**src/rtl/wb_pkg.sv**
```systemverilog
// Shared encodings and queue entry layout for the write-back stage.
// Optional LOAD_EXT_EN adds the byte/half size and sign fields to each entry.
package wb_pkg;

  localparam int unsigned DATA_W = 32;
  localparam int unsigned REG_W  = 5;
  localparam int unsigned NREGS  = 32;

  localparam logic [1:0] KIND_NONE = 2'b00;
  localparam logic [1:0] KIND_ALU  = 2'b01;
  localparam logic [1:0] KIND_LUI  = 2'b10;
  localparam logic [1:0] KIND_LOAD = 2'b11;

  localparam logic [1:0] RW_NONE  = 2'b00;
  localparam logic [1:0] RW_WRITE = 2'b01;
  localparam logic [1:0] RW_LUI   = 2'b10;

  localparam logic [1:0] SIZE_BYTE = 2'b00;
  localparam logic [1:0] SIZE_HALF = 2'b01;
  localparam logic [1:0] SIZE_WORD = 2'b10;

  typedef struct packed {
    logic [1:0]        kind;
    logic [REG_W-1:0]  rd;
    logic [DATA_W-1:0] data;
`ifdef LOAD_EXT_EN
    logic [1:0]        size;
    logic              sgn;
`endif
    logic              ready;
  } entry_t;

  // Register-file write code for a retiring entry; r0 and bubbles never write.
  function automatic logic [1:0] rw_code(input logic [1:0] kind, input logic [REG_W-1:0] rd);
    if (kind == KIND_NONE || rd == '0) return RW_NONE;
    if (kind == KIND_LUI) return RW_LUI;
    return RW_WRITE;
  endfunction

endpackage

```
**src/rtl/wb_load_ext.sv**
```systemverilog
// Byte/half right-aligned load extension; only built when LOAD_EXT_EN is defined.
`ifdef LOAD_EXT_EN
module wb_load_ext
  import wb_pkg::*;
(
  input  logic [1:0]        size,
  input  logic              sgn,
  input  logic [DATA_W-1:0] rdata,
  output logic [DATA_W-1:0] ext_c
);

  always_comb begin
    ext_c = rdata;
    case (size)
      SIZE_BYTE: ext_c = {{24{sgn & rdata[7]}}, rdata[7:0]};
      SIZE_HALF: ext_c = {{16{sgn & rdata[15]}}, rdata[15:0]};
      default:   ext_c = rdata;
    endcase
  end

endmodule
`endif

```
**src/rtl/wb_writer.sv**
```systemverilog
// Write-back stage: in-order retire queue, in-order load fill, register-file write port.
// Define LOAD_EXT_EN to enable byte/half loads with optional sign extension.
module wb_writer
  import wb_pkg::*;
#(
  parameter int unsigned DEPTH = 4
) (
  input  logic              clk,
  input  logic              rst_n,
  input  logic              in_valid,
  output logic              in_ready,
  input  logic [1:0]        in_kind,
  input  logic [REG_W-1:0]  in_rd,
  input  logic [DATA_W-1:0] in_data,
  input  logic [1:0]        in_size,
  input  logic              in_signed,
  input  logic              mem_rvalid,
  input  logic [DATA_W-1:0] mem_rdata,
  output logic [1:0]        wb_regwrite,
  output logic [REG_W-1:0]  wb_addr,
  output logic [DATA_W-1:0] wb_data,
  output logic [NREGS-1:0]  pending_mask,
  output logic              err_sticky
);

  localparam int unsigned PTR_W = $clog2(DEPTH);
  localparam int unsigned CNT_W = $clog2(DEPTH + 1);

  entry_t            q [DEPTH];
  logic [DEPTH-1:0]  valid;
  logic [PTR_W-1:0]  head, tail, fill_ptr, fill_ptr_nxt;
  logic [CNT_W-1:0]  count, count_nxt, ld_cnt, ld_cnt_nxt;

  logic              enq, enq_load, fill, retire;
  entry_t            new_entry;
  logic [DATA_W-1:0] fill_data;
  logic              nxt_found;
  logic [PTR_W-1:0]  nxt_idx, scan_idx;

  assign in_ready = (count != CNT_W'(DEPTH));
  assign enq      = in_valid && in_ready;
  assign enq_load = enq && (in_kind == KIND_LOAD);
  // Only loads already queued before this edge are eligible for a beat.
  assign fill     = mem_rvalid && (ld_cnt != '0);
  assign retire   = valid[head] && q[head].ready;

`ifdef LOAD_EXT_EN
  wb_load_ext u_ext (
    .size  (q[fill_ptr].size),
    .sgn   (q[fill_ptr].sgn),
    .rdata (mem_rdata),
    .ext_c (fill_data)
  );
`else
  logic unused_load_cfg;
  assign unused_load_cfg = ^{in_size, in_signed};
  assign fill_data       = mem_rdata;
`endif

  // Entry as written at the tail.
  always_comb begin
    new_entry       = '0;
    new_entry.kind  = in_kind;
    new_entry.rd    = in_rd;
    new_entry.data  = (in_kind == KIND_LOAD) ? '0 : in_data;
`ifdef LOAD_EXT_EN
    new_entry.size  = in_size;
    new_entry.sgn   = in_signed;
`endif
    new_entry.ready = (in_kind != KIND_LOAD);
  end

  // Next unfilled load after the current fill target, nearest first.
  always_comb begin
    nxt_found = 1'b0;
    nxt_idx   = fill_ptr;
    scan_idx  = fill_ptr;
    for (int k = int'(DEPTH) - 1; k >= 1; k--) begin
      scan_idx = fill_ptr + PTR_W'(k);
      if (valid[scan_idx] && q[scan_idx].kind == KIND_LOAD && !q[scan_idx].ready) begin
        nxt_found = 1'b1;
        nxt_idx   = scan_idx;
      end
    end
  end

  always_comb begin
    fill_ptr_nxt = fill_ptr;
    if (fill) begin
      if (nxt_found)     fill_ptr_nxt = nxt_idx;
      else if (enq_load) fill_ptr_nxt = tail;
    end else if (ld_cnt == '0 && enq_load) begin
      fill_ptr_nxt = tail;
    end

    count_nxt = count;
    if (enq && !retire)      count_nxt = count + CNT_W'(1);
    else if (!enq && retire) count_nxt = count - CNT_W'(1);

    ld_cnt_nxt = ld_cnt;
    if (enq_load && !fill)      ld_cnt_nxt = ld_cnt + CNT_W'(1);
    else if (!enq_load && fill) ld_cnt_nxt = ld_cnt - CNT_W'(1);
  end

  always_comb begin
    pending_mask = '0;
    for (int i = 0; i < int'(DEPTH); i++) begin
      if (valid[i] && q[i].kind != KIND_NONE) pending_mask[q[i].rd] = 1'b1;
    end
    pending_mask[0] = 1'b0;
  end

  always_ff @(posedge clk or negedge rst_n) begin
    if (!rst_n) begin
      for (int i = 0; i < int'(DEPTH); i++) q[i] <= '0;
      valid       <= '0;
      head        <= '0;
      tail        <= '0;
      fill_ptr    <= '0;
      count       <= '0;
      ld_cnt      <= '0;
      wb_regwrite <= RW_NONE;
      wb_addr     <= '0;
      wb_data     <= '0;
      err_sticky  <= 1'b0;
    end else begin
      if (enq) begin
        q[tail]     <= new_entry;
        valid[tail] <= 1'b1;
        tail        <= tail + PTR_W'(1);
      end
      if (fill) begin
        q[fill_ptr].data  <= fill_data;
        q[fill_ptr].ready <= 1'b1;
      end
      if (retire) begin
        valid[head] <= 1'b0;
        head        <= head + PTR_W'(1);
        wb_regwrite <= rw_code(q[head].kind, q[head].rd);
        wb_addr     <= q[head].rd;
        wb_data     <= q[head].data;
      end else begin
        wb_regwrite <= RW_NONE;
      end
      if (mem_rvalid && !fill) err_sticky <= 1'b1;
      fill_ptr <= fill_ptr_nxt;
      count    <= count_nxt;
      ld_cnt   <= ld_cnt_nxt;
    end
  end

endmodule

```
**config.mk**
```make
export PLATFORM = sky130hd
export DESIGN_NAME = wb_writer
export DESIGN_NICKNAME = d
export VERILOG_FILES = /design/src/rtl/wb_pkg.sv /design/src/rtl/wb_load_ext.sv /design/src/rtl/wb_writer.sv
export SDC_FILE = /design/constraint.sdc
export NUM_CORES = 1
export LEC_CHECK = 0
export CAP_MARGIN = 10
export CORE_MARGIN = 3
export CORE_UTILIZATION = 40
export DETAILED_ROUTE_END_ITERATION = 7
export PLACE_DENSITY_LB_ADDON = 0.15
export SLEW_MARGIN = 10
export SYNTH_ARGS = -nofsm -noshare
export SYNTH_HDL_FRONTEND = slang
export SYNTH_SLANG_ARGS = --single-unit
export TNS_END_PERCENT = 30
```
**constraint.sdc**
```tcl
create_clock -name clk -period 2.51 [get_ports clk]
set_input_delay 0.251 -clock clk [delete_from_list [all_inputs] [get_ports clk]]
set_output_delay 0.251 -clock clk [all_outputs]
set_load 0.02 [all_outputs]
```
==> impl_metrics.toml <==
[run_status]
status = "completed"

[cts]
numClockSinks = 216
cts_setup_buffers = 0
h-tree-depth = 1
cts_buffers = 25
clockBufferDepth = 3
clk_pin_slew_ns = 0.06
cts_tree = "built"
cts_root_buf = "clkbuf_16"
insertion_delay_ns = 0.53

[placed_design]
dp_hpwl_um = 21650
place_area_mm2 = 0.01414
gp_congestion = 0.8794
port_buffers = 146

[power_and_ir_drop]
pwr_density_cell_mw_per_mm2 = 1425
leakagePower_nw = 6.388
total_power_mw = 21.39
ir_drop_mv = 0.8054

[floorplanning]
fp.dieW_um = 181.1
rows = 63
die_area_mm2 = 0.03280
core_area_mm2 = 0.02995
die_h_um = 181.1
ioPinCount = 151
initial_core_util_pct = 40.95

[global_route]
groute.usage.overall_pct = 20.24
overflow = 0
grt_pass1_vias = 9597
grt_first_pass_wirelength_um = 54190
grt_max_degree = 84
antenna_found_initial = 3

[synthesis]
ys_seq_area_share_pct = 44.06
synth_area_leaders = "dfrtp_1, a21oi_1, nor2_1"
synth_area_per_cell_um2 = 9.925
yosysWarnings = 0
synth_top_family_by_area = "compound AO/OA/AOI/OAI gates"
synth_top_cell_area_share_pct = 44.06
ys_seq_elements = 216
synth_top_area_cell = "dfrtp_1"
synth_compound_area_share_pct = 17.58
async_flop_share_pct = 100.0
synth_xor_area_share_pct = 0.5712
synthCells = 1236
synthMuxAreaShare_pct = 15.02
synth.distinct_cells = 71
synth_area_mm2 = 0.01227
yosys_most_used_dff = "dfrtp_1"
synth-adder-area-share_pct = 1.856
synth_nets = 1331
yosys.area_share.simple_pct = 14.86
synth-edff-count = 0

[worst_setup_path]
cp.required_ns = 2.26
worstReg2RegStart = "head[0]"
r2r-end = "count[2]"
ff2ff_setup_slack_ns = 0.14
endpoint_kind = "primary output"
slowest_stage = "dfrtp_1"
crit_family = "compound AO/OA/AOI/OAI gates"
reg2reg_depth = 11
path_class = "flip-flop to primary output"
crit_path_max_fanout = 8
crit_arrival_ns = 2.18
start_kind = "flip-flop"
worst-path-buf-inv = 2
crit_chain = "o21a_1 -> nand2_1 -> nor2_1 -> buf_4 -> a32oi_1 -> o221ai_1 -> clkdlybuf4s15_1"
worst_path_largest_cell_delay_ns = 0.43

[drt]
drt_first_pass_iters = 7
viasPerCell = 5.467
drc = 0
routed_wl_um = 34000
wl_per_cell_um = 19.07
ant_nets = 0
dr.first_iter.drc_count = 699
vias = 9747

[flow_run]
drv_cap = 0

[layout]
layout.nets = 1469
diodes = 0
final_cell_area_mm2 = 0.01501
fillers = 2741
area_growth_syn_to_layout_pct = 22.38
drive_above_1_share_pct = 19.60
post-route-util_pct = 50.12

[timing]
fin_crit_ns = 2.428
worst_slew_pin_slew_ns = 0.6953
rsz0062_at_grt = "yes"
fin_setup_tns_ns = 0
finClkSkew_ns = 0.02302
finalCritPeriodShare_pct = 96.74
final-hold-violation-count = 0
slew_violations = 0
timing.fmax_mhz = 411.8
slew_headroom_pct = 53.65
setup_viol = 0

[min_path]
hold_path_class = "input pin to async pin"
## Yosys cell counts, types with 4 or more instances
cell        n
a21o_1      4
a21oi_1   243
a21oi_2    31
a22oi_1    18
and3_1      6
buf_12      6
buf_2      26
buf_4       6
buf_6      16
clkbuf_1   31
dfrtp_1   216
ha_1       15
inv_1      15
mux2_1      8
mux2_2     27
mux2_4     35
mux4_2     34
nand2_1    62
nand3_1     9
nand3b_1    5
nand4b_1    4
nor2_1    279
nor3_1      9
nor3b_1     8
o211ai_1    8
o21ai_0     6
o221ai_1   23
o22ai_1     4
or3_1       5
or3b_2      5
xnor2_1     4
xor2_1      4
## final cells by class
type / instances / area [um2] / share of cell area (%)
inverters: 18 / 67.56 / 0.4501
flip-flops and latches: 216 / 5415 / 36.07
clock inverters: 10 / 131.4 / 0.8751
well taps: 390 / 488.0 / 3.251
multi-input cells: 911 / 6168 / 41.09
clock buffers: 36 / 737.0 / 4.909
repair buffers: 202 / 2004 / 13.35
## metrics by stage
| step | hold WS [ns] | setup WS, ns | cells |
|---|---|---|---|
| 3_5_place_dp | 0.2941 | 0.1436 | 1736 |
| 4_1_cts | 0.3304 | 0.001676 | 1783 |
| 6_report | 0.2725 | 0.08180 | 1783 |
| 2_1_floorplan | -0.04459 | 0.1031 | 1236 |
| 5_1_grt | 0.3392 | -0.02630 | 1783 |
| 3_3_place_gp | 0.2921 | 0.1820 | 1736 |
## power breakdown
group / switching [mW] / internal, mW
combinational: 5.30 / 5.46
sequential: 1.47 / 5.38
clock: 1.44 / 2.34
## metal layers
layer	routed length, um	share of wire (%)	track usage [%]	vias to the layer above
li1	-	-	-	4660
met1	15540	46	29.11	4717
met2	15980	47	32.62	326
met3	2035	6.0	3.282	38
met4	384	1.1	4.022	6
met5	54	0.16	0	-
## how the worst max path moves through the flow
stage / to / slack [ns] / cells after the start
final: pending_mask[18] / 0.08 / 7
after CTS: pending_mask[16] / 0.002 / 7
after floorplan: count[2] / 0.10 / 12
after global placement: count[2] / 0.18 / 11
after detailed placement: count[2] / 0.14 / 11
after global routing: pending_mask[18] / -0.03 / 7
## layout by cell type (no fill, tap or decap), types with 6 or more instances in the layout
cell               n
a21oi_1          243
a21oi_2           31
a22oi_1           18
and3_1             6
buf_12            13
buf_4             42
clkbuf_16         25
clkbuf_8           7
clkdlybuf4s50_1  114
dfrtp_1          210
dlygate4sd2_1     22
ha_1              14
inv_1             15
mux2_1             8
mux2_2            27
mux2_4            35
mux4_2            34
nand2_1           56
nand2_2            9
nand3_1            8
nor2_1           278
nor3_1             9
nor3b_1            7
o211ai_1           8
o221ai_1          23
## cell families after synthesis
logic type / after synthesis
multiplexers: 112
XOR/XNOR: 8
flip-flops: 216
adder cells (fa/ha/maj): 17
buffers and inverters: 109
AND/OR/NAND/NOR: 417
AO/OA/AOI/OAI: 356
other: 1
## worst register-to-register path: stages (launching register included)
cell and delay (ns):
dfrtp_4 0.50, and3_2 0.18, a311oi_1 0.24, buf_4 0.16, nor2_4 0.05, inv_1 0.09, ha_2 0.19, inv_1 0.05
fa_1 0.38, xor2_1 0.17, nor2_1 0.12, xor2_1 0.16
## repair_timing
action	in CTS	in global routing
hold buffers	1	0
hold endpoints to repair	75	0
gates resized for setup	44	19
endpoints found under the setup margin	31	17
Note: power is estimated with default switching activity, not from simulation.
